`src/rtl/uart_tx.sv`:
```
// uart_tx: 8-bit serial transmitter, LSB first, optional even parity, one stop bit.
// The line, busy and done outputs are registered from the current state and trail it by one clock.
module uart_tx #(
    parameter int CLKS_PER_BIT = 16,
    parameter int PARITY_EN    = 0
) (
    input  logic       clk,
    input  logic       rst,
    input  logic       i_start,
    input  logic [7:0] i_data,
    output logic       o_tx,
    output logic       o_busy,
    output logic       o_done
);

    typedef enum logic [2:0] {
        IDLE   = 3'd0,
        START  = 3'd1,
        DATA   = 3'd2,
        PARITY = 3'd3,
        STOP   = 3'd4
    } state_t;

    localparam logic [15:0] BAUD_LAST = 16'(CLKS_PER_BIT - 1);

    function automatic logic even_parity(input logic [7:0] d);
        return ^d;
    endfunction

    // Line level driven for each state; unknown encodings idle high.
    function automatic logic line_level(input state_t st, input logic lsb, input logic par);
        logic lvl;
        case (st)
            IDLE:    lvl = 1'b1;
            START:   lvl = 1'b0;
            DATA:    lvl = lsb;
            PARITY:  lvl = par;
            STOP:    lvl = 1'b1;
            default: lvl = 1'b1;
        endcase
        return lvl;
    endfunction

    state_t      state_r;
    logic [15:0] baud_r;
    logic [2:0]  idx_r;
    logic [7:0]  shift_r;
    logic [7:0]  data_r;
    logic        stop_end_r;
    logic        tx_r;
    logic        busy_r;
    logic        done_r;
    logic        bit_end_s;
    logic        accept_s;

    // Bit-end and request-acceptance decode.
    always_comb begin
        bit_end_s = (baud_r == BAUD_LAST);
        if (state_r == IDLE) begin
            // A request coinciding with the done pulse is dropped.
            accept_s = i_start && !done_r;
        end else begin
            accept_s = 1'b0;
        end
    end

    // Frame sequencer plus registered line/busy/done outputs.
    always_ff @(posedge clk or posedge rst) begin
        if (rst) begin
            state_r    <= IDLE;
            baud_r     <= 16'd0;
            idx_r      <= 3'd0;
            shift_r    <= 8'd0;
            data_r     <= 8'd0;
            stop_end_r <= 1'b0;
            tx_r       <= 1'b1;
            busy_r     <= 1'b0;
            done_r     <= 1'b0;
        end else begin
            tx_r       <= line_level(state_r, shift_r[0], even_parity(data_r));
            busy_r     <= (state_r != IDLE);
            done_r     <= stop_end_r;
            stop_end_r <= 1'b0;
            case (state_r)
                IDLE: begin
                    if (accept_s) begin
                        shift_r <= i_data;
                        data_r  <= i_data;
                        baud_r  <= 16'd0;
                        idx_r   <= 3'd0;
                        state_r <= START;
                    end else begin
                        baud_r  <= 16'd0;
                        idx_r   <= 3'd0;
                    end
                end
                START: begin
                    if (bit_end_s) begin
                        baud_r  <= 16'd0;
                        state_r <= DATA;
                    end else begin
                        baud_r  <= baud_r + 16'd1;
                    end
                end
                DATA: begin
                    if (bit_end_s) begin
                        baud_r  <= 16'd0;
                        shift_r <= {1'b0, shift_r[7:1]};
                        idx_r   <= idx_r + 3'd1;
                        if (idx_r == 3'd7) begin
                            state_r <= (PARITY_EN != 0) ? PARITY : STOP;
                        end else begin
                            state_r <= DATA;
                        end
                    end else begin
                        baud_r  <= baud_r + 16'd1;
                    end
                end
                PARITY: begin
                    if (bit_end_s) begin
                        baud_r  <= 16'd0;
                        state_r <= STOP;
                    end else begin
                        baud_r  <= baud_r + 16'd1;
                    end
                end
                STOP: begin
                    if (bit_end_s) begin
                        baud_r     <= 16'd0;
                        stop_end_r <= 1'b1;
                        state_r    <= IDLE;
                    end else begin
                        baud_r     <= baud_r + 16'd1;
                    end
                end
                default: begin
                    baud_r  <= 16'd0;
                    idx_r   <= 3'd0;
                    state_r <= IDLE;
                end
            endcase
        end
    end

    assign o_tx   = tx_r;
    assign o_busy = busy_r;
    assign o_done = done_r;

endmodule

```
`config.mk`:
```
export PLATFORM = sky130hd
export DESIGN_NAME = uart_tx
export DESIGN_NICKNAME = d
export VERILOG_FILES = /design/src/rtl/uart_tx.sv
export SDC_FILE = /design/constraint.sdc
export NUM_CORES = 1
export LEC_CHECK = 0
export ABC_AREA = 1
export CORE_MARGIN = 2
export CORE_UTILIZATION = 25
export CTS_CLUSTER_SIZE = 12
export DETAILED_ROUTE_END_ITERATION = 12
export PLACE_DENSITY_LB_ADDON = 0.2
export RECOVER_POWER = 50
export SYNTH_ARGS = -nofsm -noshare
export SYNTH_HDL_FRONTEND = slang
export SYNTH_SLANG_ARGS = --single-unit
```
`constraint.sdc`:
```
create_clock -name clk -period 1.67 [get_ports clk]
set_input_delay 0.2505 -clock clk [delete_from_list [all_inputs] [get_ports clk]]
set_output_delay 0.2505 -clock clk [all_outputs]
set_load 0.05 [all_outputs]
```
==> results of run 1 <==
-- power by group --
part / switching (mW) / leakage (nW) / internal (mW) / total [mW]
clock network: 0.349 / 0.0450 / 0.290 / 0.639
logic: 1.27 / 0.749 / 0.720 / 1.99
registers: 0.260 / 0.548 / 1.33 / 1.59
-- per-stage QoR --
stage	setup WS (ns)	area [sq um]
after floorplan	0.3396	2306
after global placement	0.1936	2552
after detailed placement	0.1759	2552
after CTS	0.1757	2635
after global routing	0.02532	2658
final	0.2030	2658
-- layer usage --
metal	vias to the layer above	wire length, um
li1	995	-
met1	845	2420
met2	17	2049
met3	5	130
met4	0	78
met5	-	0
-- worst max-delay path by stage --
stage / cells after the start / slack, ns / to / startpoint
finish: 8 / 0.20 / idx_r[1] / baud_r[0]
global route: 8 / 0.03 / idx_r[1] / baud_r[0]
CTS: 8 / 0.18 / idx_r[1] / baud_r[0]
detailed placement: 8 / 0.18 / shift_r[5] / i_start
global placement: 8 / 0.19 / shift_r[4] / i_start
floorplan: 6 / 0.34 / shift_r[7] / o_done
-- cell families (layout without fill, tap and decap cells) --
| family | count (synthesis) | count (layout) | synth area share |
|---|---|---|---|
| fa+ha+maj | 3 | 3 | 0.01628 |
| flops | 42 | 42 | 0.4563 |
| compound gates | 25 | 25 | 0.06782 |
| buf+inv | 41 | 65 | 0.08084 |
| xor+xnor | 9 | 9 | 0.03419 |
| simple gates | 185 | 185 | 0.3445 |
-- final cells by class --
type	instances	area, sq um
clock inverter	2	10.01
tap	111	138.9
inverter	37	143.9
multi-input combinational	222	1067
clock buffer	6	72.57
sequential	42	1052
fill	993	6451
timing repair buffer	20	172.7
-- cell usage after synthesis (2+ instances only) --
cell      number
a21oi_1        3
buf_6          2
dfrtp_1       41
ha_1           3
inv_1         31
inv_2          5
nand2_1      104
nand2_4        3
nand3_1       18
nand3b_1       2
nand4_1        2
nor2_1        49
nor3_2         3
o21ai_0        2
o21ai_1       11
o21ai_2        7
xor2_1         8
-- flip-flops by register name (all words and copies together), names as in the netlist --
name and flops:
o_done 1, data_r 8, idx_r 3, o_tx 1
o_busy 1, state_r 3, shift_r 8, baud_r 16
stop_end_r 1
-- critical path, delay by kind of cell, from the launching register on --
family	cells	cell delay (ns)
fa+ha+maj	1	0.24
buf+inv	1	0.15
flops	1	0.41
simple gates	6	0.54
-- what timing repair did --
item	CTS	global route
setup endpoints to repair	0	2
setup buffers	0	5
hold buffers	0	0
==> results.sh, run 1 <==
export IMPL_grt_util_met3=0.02368
export IMPL_synthDistinctLibCells=28
export IMPL_yosys_area_top_type="dfrtp_1"
export IMPL_wl_per_cell_um=10.63
export IMPL_start_util=0.2532
export IMPL_critical_path_slowest_cell="dfrtp_1"
export IMPL_max_vdd_ir_drop_mv=0.4998
export IMPL_antenna_left=0
export IMPL_mostFrequentLayoutCells="nand2_1 (104), nor2_1 (49), dfrtp_1 (41)"
export IMPL_final_setup_tns_ns=0
export IMPL_grt_pass1_wl_mm=7.879
export IMPL_finClkSkew_ns=0.008561
export IMPL_wl_mm=4.678
export IMPL_fp_dieW_um=100.0
export IMPL_area_growth_syn_to_layout_pct=15.25
export IMPL_io_buffers=13
export IMPL_cp_arrival_ns=1.65
export IMPL_row_count=35
export IMPL_slew_headroom=0.2918
export IMPL_cellPowerDensity_nw_per_um2=1588
export IMPL_met2_usage=0.1512
export IMPL_drive_above_1_share=0.1216
export IMPL_numClockSinks=42
export IMPL_min_to="o_done"
export IMPL_n_antenna_cell=0
export IMPL_setup_violations=0
export IMPL_syn_area_sq_um=2306
export IMPL_path_cells="ha_1 > nand3_2 > nor2_1 > nand2_1 > nand2_4 > buf_4 > nand3b_1 > nand2_1"
export IMPL_clkTransAtPathRegs_ns=0.08
export IMPL_grt_max_degree=43
export IMPL_fin_util=0.2918
export IMPL_final_common_cell="nand2_1"
export IMPL_cts_tree="done"
export IMPL_reg2reg_from="baud_r[0]"
export IMPL_whs_ns=0.3514
export IMPL_num_vias=1862
export IMPL_min_period_ns=1.467
export IMPL_cts_buffer_depth=2
export IMPL_rsz0062_at_grt="no"
export IMPL_synth_edf_count=0
export IMPL_max_stage_delay_ns=0.41
export IMPL_grt_busiest_layer="met2"
export IMPL_cts_resized=0
export IMPL_synth_seq_cells=42
export IMPL_hold_depth=0
export IMPL_synth_cells=305
export IMPL_hold_path_class="reg -> reg"
export IMPL_drt_iter0_markers=64
export IMPL_hpwl_mm=3.473
export IMPL_vias_per_cell=4.232
export IMPL_required_ns=1.86
export IMPL_synth_top_flop_cell="dfrtp_1"
export IMPL_postSynthAreaPerCell_sq_um=7.561
export IMPL_overflow=0
export IMPL_hold_violations=0
export IMPL_synthesis_nets=319
export IMPL_reg2reg_slack_ns=0.20
export IMPL_clock_root_buffer="clkbuf_8"
export IMPL_grt_pass1_vias=1633
export IMPL_power_total_mw=4.219
export IMPL_worst_setup_path_start_kind="flop"
export IMPL_track_usage=0.1005
export IMPL_pin_count=14
export IMPL_synthArstFlopShare=1.000
export IMPL_p_leak_nw=1.343
export IMPL_reg2reg_depth=8
export IMPL_netlist_top_cells_area="dfrtp_1 (44%), nand2_1 (17%), nor2_1 (8.0%), inv_1 (5.0%), nand3_1 (3.9%)"
export IMPL_route_detailed_drc=0
export IMPL_dpl_cell_count=427
export IMPL_core_sq_um=9109
export IMPL_crit_fanout=8
export IMPL_gr_usage_met1=0.1393
export IMPL_worstReg2RegEnd="idx_r[1]"
export IMPL_yosysWarnings=0
export IMPL_crit_top_cell="nand2_1"
export IMPL_worst_hold_startpoint="stop_end_r"
export IMPL_die_h_um=100.0
export IMPL_synth_seq_area_share=0.4563
export IMPL_antenna_found_initial=0
export IMPL_drv_slew=0
export IMPL_fmax_mhz=681.7
export IMPL_cp_end_kind="flop"
export IMPL_dieArea_sq_um=10010
export IMPL_crit_type="reg -> reg"
export IMPL_cts_made_buffers=5
export IMPL_finalNonFillerCells=440
export IMPL_htree_levels=2
export IMPL_dr_pass1_iters=4
export IMPL_period_share=0.8784
export IMPL_nets=342
export IMPL_worst_pin_slew_ns=1.062
export IMPL_synth_top_area_share=0.4449
export IMPL_clk_latency_ns=0.30
export IMPL_gp_congestion=0.7553
export IMPL_cap_violations=0
export IMPL_status="complete, no violations"
Note: power is estimated with default switching activity, not from simulation.
==> run 2: changes to the inputs <==
==> constraint.sdc (replaced) <==
create_clock -name clk -period 1.5 [get_ports clk]
set_input_delay 0.225 -clock clk [delete_from_list [all_inputs] [get_ports clk]]
set_output_delay 0.225 -clock clk [all_outputs]
set_load 0.05 [all_outputs]
==> run 2 against run 1 <==
First-iteration DRC count increased by 48%. Power increased by 15%. Hold slack improved by 0.00086 ns. Wire length increased by 2.3%. Die area unchanged. Highest routed layer unchanged.
==> results.sh, run 2 (synthesized netlist as in run 1, its figures left out) <==
export IMPL_status="complete, no violations"
export IMPL_finClkSkew_ns=0.009017
export IMPL_area_growth_syn_to_layout_pct=20.89
export IMPL_dr_pass1_iters=4
export IMPL_highest_layer="met4"
export IMPL_cts_tree="done"
export IMPL_io_buffers=13
export IMPL_power_total_mw=4.846
export IMPL_period_share=0.9478
export IMPL_die_h_um=100.0
export IMPL_gp_congestion=0.7924
export IMPL_fmax_mhz=703.4
export IMPL_drv_slew=0
export IMPL_cts_made_buffers=5
export IMPL_drive_above_1_share=0.1607
export IMPL_cap_violations=0
export IMPL_row_count=35
export IMPL_hold_path_class="reg -> reg"
export IMPL_clock_root_buffer="clkbuf_8"
export IMPL_pin_count=14
export IMPL_min_period_ns=1.422
export IMPL_grt_max_degree=43
export IMPL_track_usage=0.1007
export IMPL_largest_registers="baud_r x16, data_r x8, shift_r x8"
export IMPL_nets=349
export IMPL_cellPowerDensity_nw_per_um2=1738
export IMPL_p_leak_nw=1.388
export IMPL_mostFrequentLayoutCells="nand2_1 (102), nor2_1 (47), dfrtp_1 (40)"
export IMPL_antenna_found_initial=0
export IMPL_regMostFlops="baud_r"
export IMPL_fp_dieW_um=100.0
export IMPL_n_antenna_cell=0
export IMPL_worst_pin_slew_ns=0.3367
export IMPL_max_vdd_ir_drop_mv=0.4782
export IMPL_whs_ns=0.3522
export IMPL_clkTransAtPathRegs_ns=0.08
export IMPL_holdBufCountCts=0
export IMPL_wl_per_cell_um=10.71
export IMPL_drt_met1_wl_mm=2.536
export IMPL_hpwl_mm=3.530
export IMPL_drt_iter0_markers=95
export IMPL_worst_setup_path_start_kind="flop"
export IMPL_required_ns=1.69
export IMPL_vias_per_cell=4.145
export IMPL_dieArea_sq_um=10010
export IMPL_cp_arrival_ns=1.61
export IMPL_numClockSinks=42
export IMPL_slew_headroom=0.7755
export IMPL_num_vias=1853
export IMPL_grt_pass1_vias=1760
export IMPL_setup_violations=0
export IMPL_cts_buffer_depth=2
export IMPL_grt_pass1_wl_mm=8.197
export IMPL_largest_reg_flops=16
export IMPL_place_ws_ns=0.04607
export IMPL_start_util=0.2532
export IMPL_route_detailed_drc=0
export IMPL_hold_violations=0
export IMPL_crit_type="reg -> reg"
export IMPL_cp_end_kind="flop"
export IMPL_final_common_cell="nand2_1"
export IMPL_overflow=0
export IMPL_wl_met3_um=90
export IMPL_crit_fanout=19
export IMPL_fin_ws_ns=0.07836
export IMPL_core_sq_um=9109
export IMPL_wl_met2_mm=2.103
export IMPL_wl_mm=4.787
export IMPL_final_setup_tns_ns=0
export IMPL_antenna_left=0
export IMPL_clk_latency_ns=0.30
export IMPL_htree_levels=2
run 2: repair_timing:
item / 4_1_cts / 5_1_grt
gates resized for setup: 0 / 8
buffers inserted: 0 / 4
endpoints found under the setup margin: 0 / 18
hold endpoints to repair: 0 / 0
run 2: routing by layer:
layer  GRT usage  vias to the layer above
li1            -                     1007
met1      0.1483                      832
met2      0.1507                       10
met3     0.01950                        4
met4     0.02845                        0
met5           0                        -
run 2: through the flow:
| stage | cell area [sq um] | util | std cells |
|---|---|---|---|
| final | 2788 | 0.3060 | 447 |
| after global routing | 2788 | 0.3060 | 447 |
| after CTS | 2720 | 0.2986 | 442 |
| after detailed placement | 2630 | 0.2887 | 434 |
| after global placement | 2630 | 0.2887 | 434 |
| after floorplan | 2306 | - | 305 |
run 2: critical path, cell delays in order, from the launching register on:
cell	delay, ns
dfrtp_1	0.48
inv_2	0.14
nand3_4	0.13
inv_6	0.18
nand2_4	0.11
buf_4	0.15
nand3_1	0.07
nand2_1	0.06
run 2: worst paths after layout:
kind                            startpoint    endpoint  slack (ns)  cells past startpoint
worst min register to register  stop_end_r      o_done        0.35                      0
worst max register to register  state_r[0]  shift_r[6]        0.08                      7
max in group asynchronous              rst        o_tx        0.83                      3
min in group asynchronous              rst   data_r[0]        0.40                      3
worst max-delay path            state_r[0]  shift_r[6]        0.08                      7
worst min-delay path            stop_end_r      o_done        0.35                      0
run 2: power breakdown:
part,switching [mW],internal (mW)
logic,1.45,0.874
clock network,0.412,0.327
registers,0.300,1.48
total,2.16,2.69
run 2: final cells by class:
cell class | count | area, sq um
clock buffers | 5 | 68.82
clock inverters | 3 | 21.27
fillers | 977 | 6321
inverters | 37 | 143.9
multi-input cells | 223 | 1104
flip-flops and latches | 42 | 1054
well taps | 111 | 138.9
repair buffers | 26 | 257.7
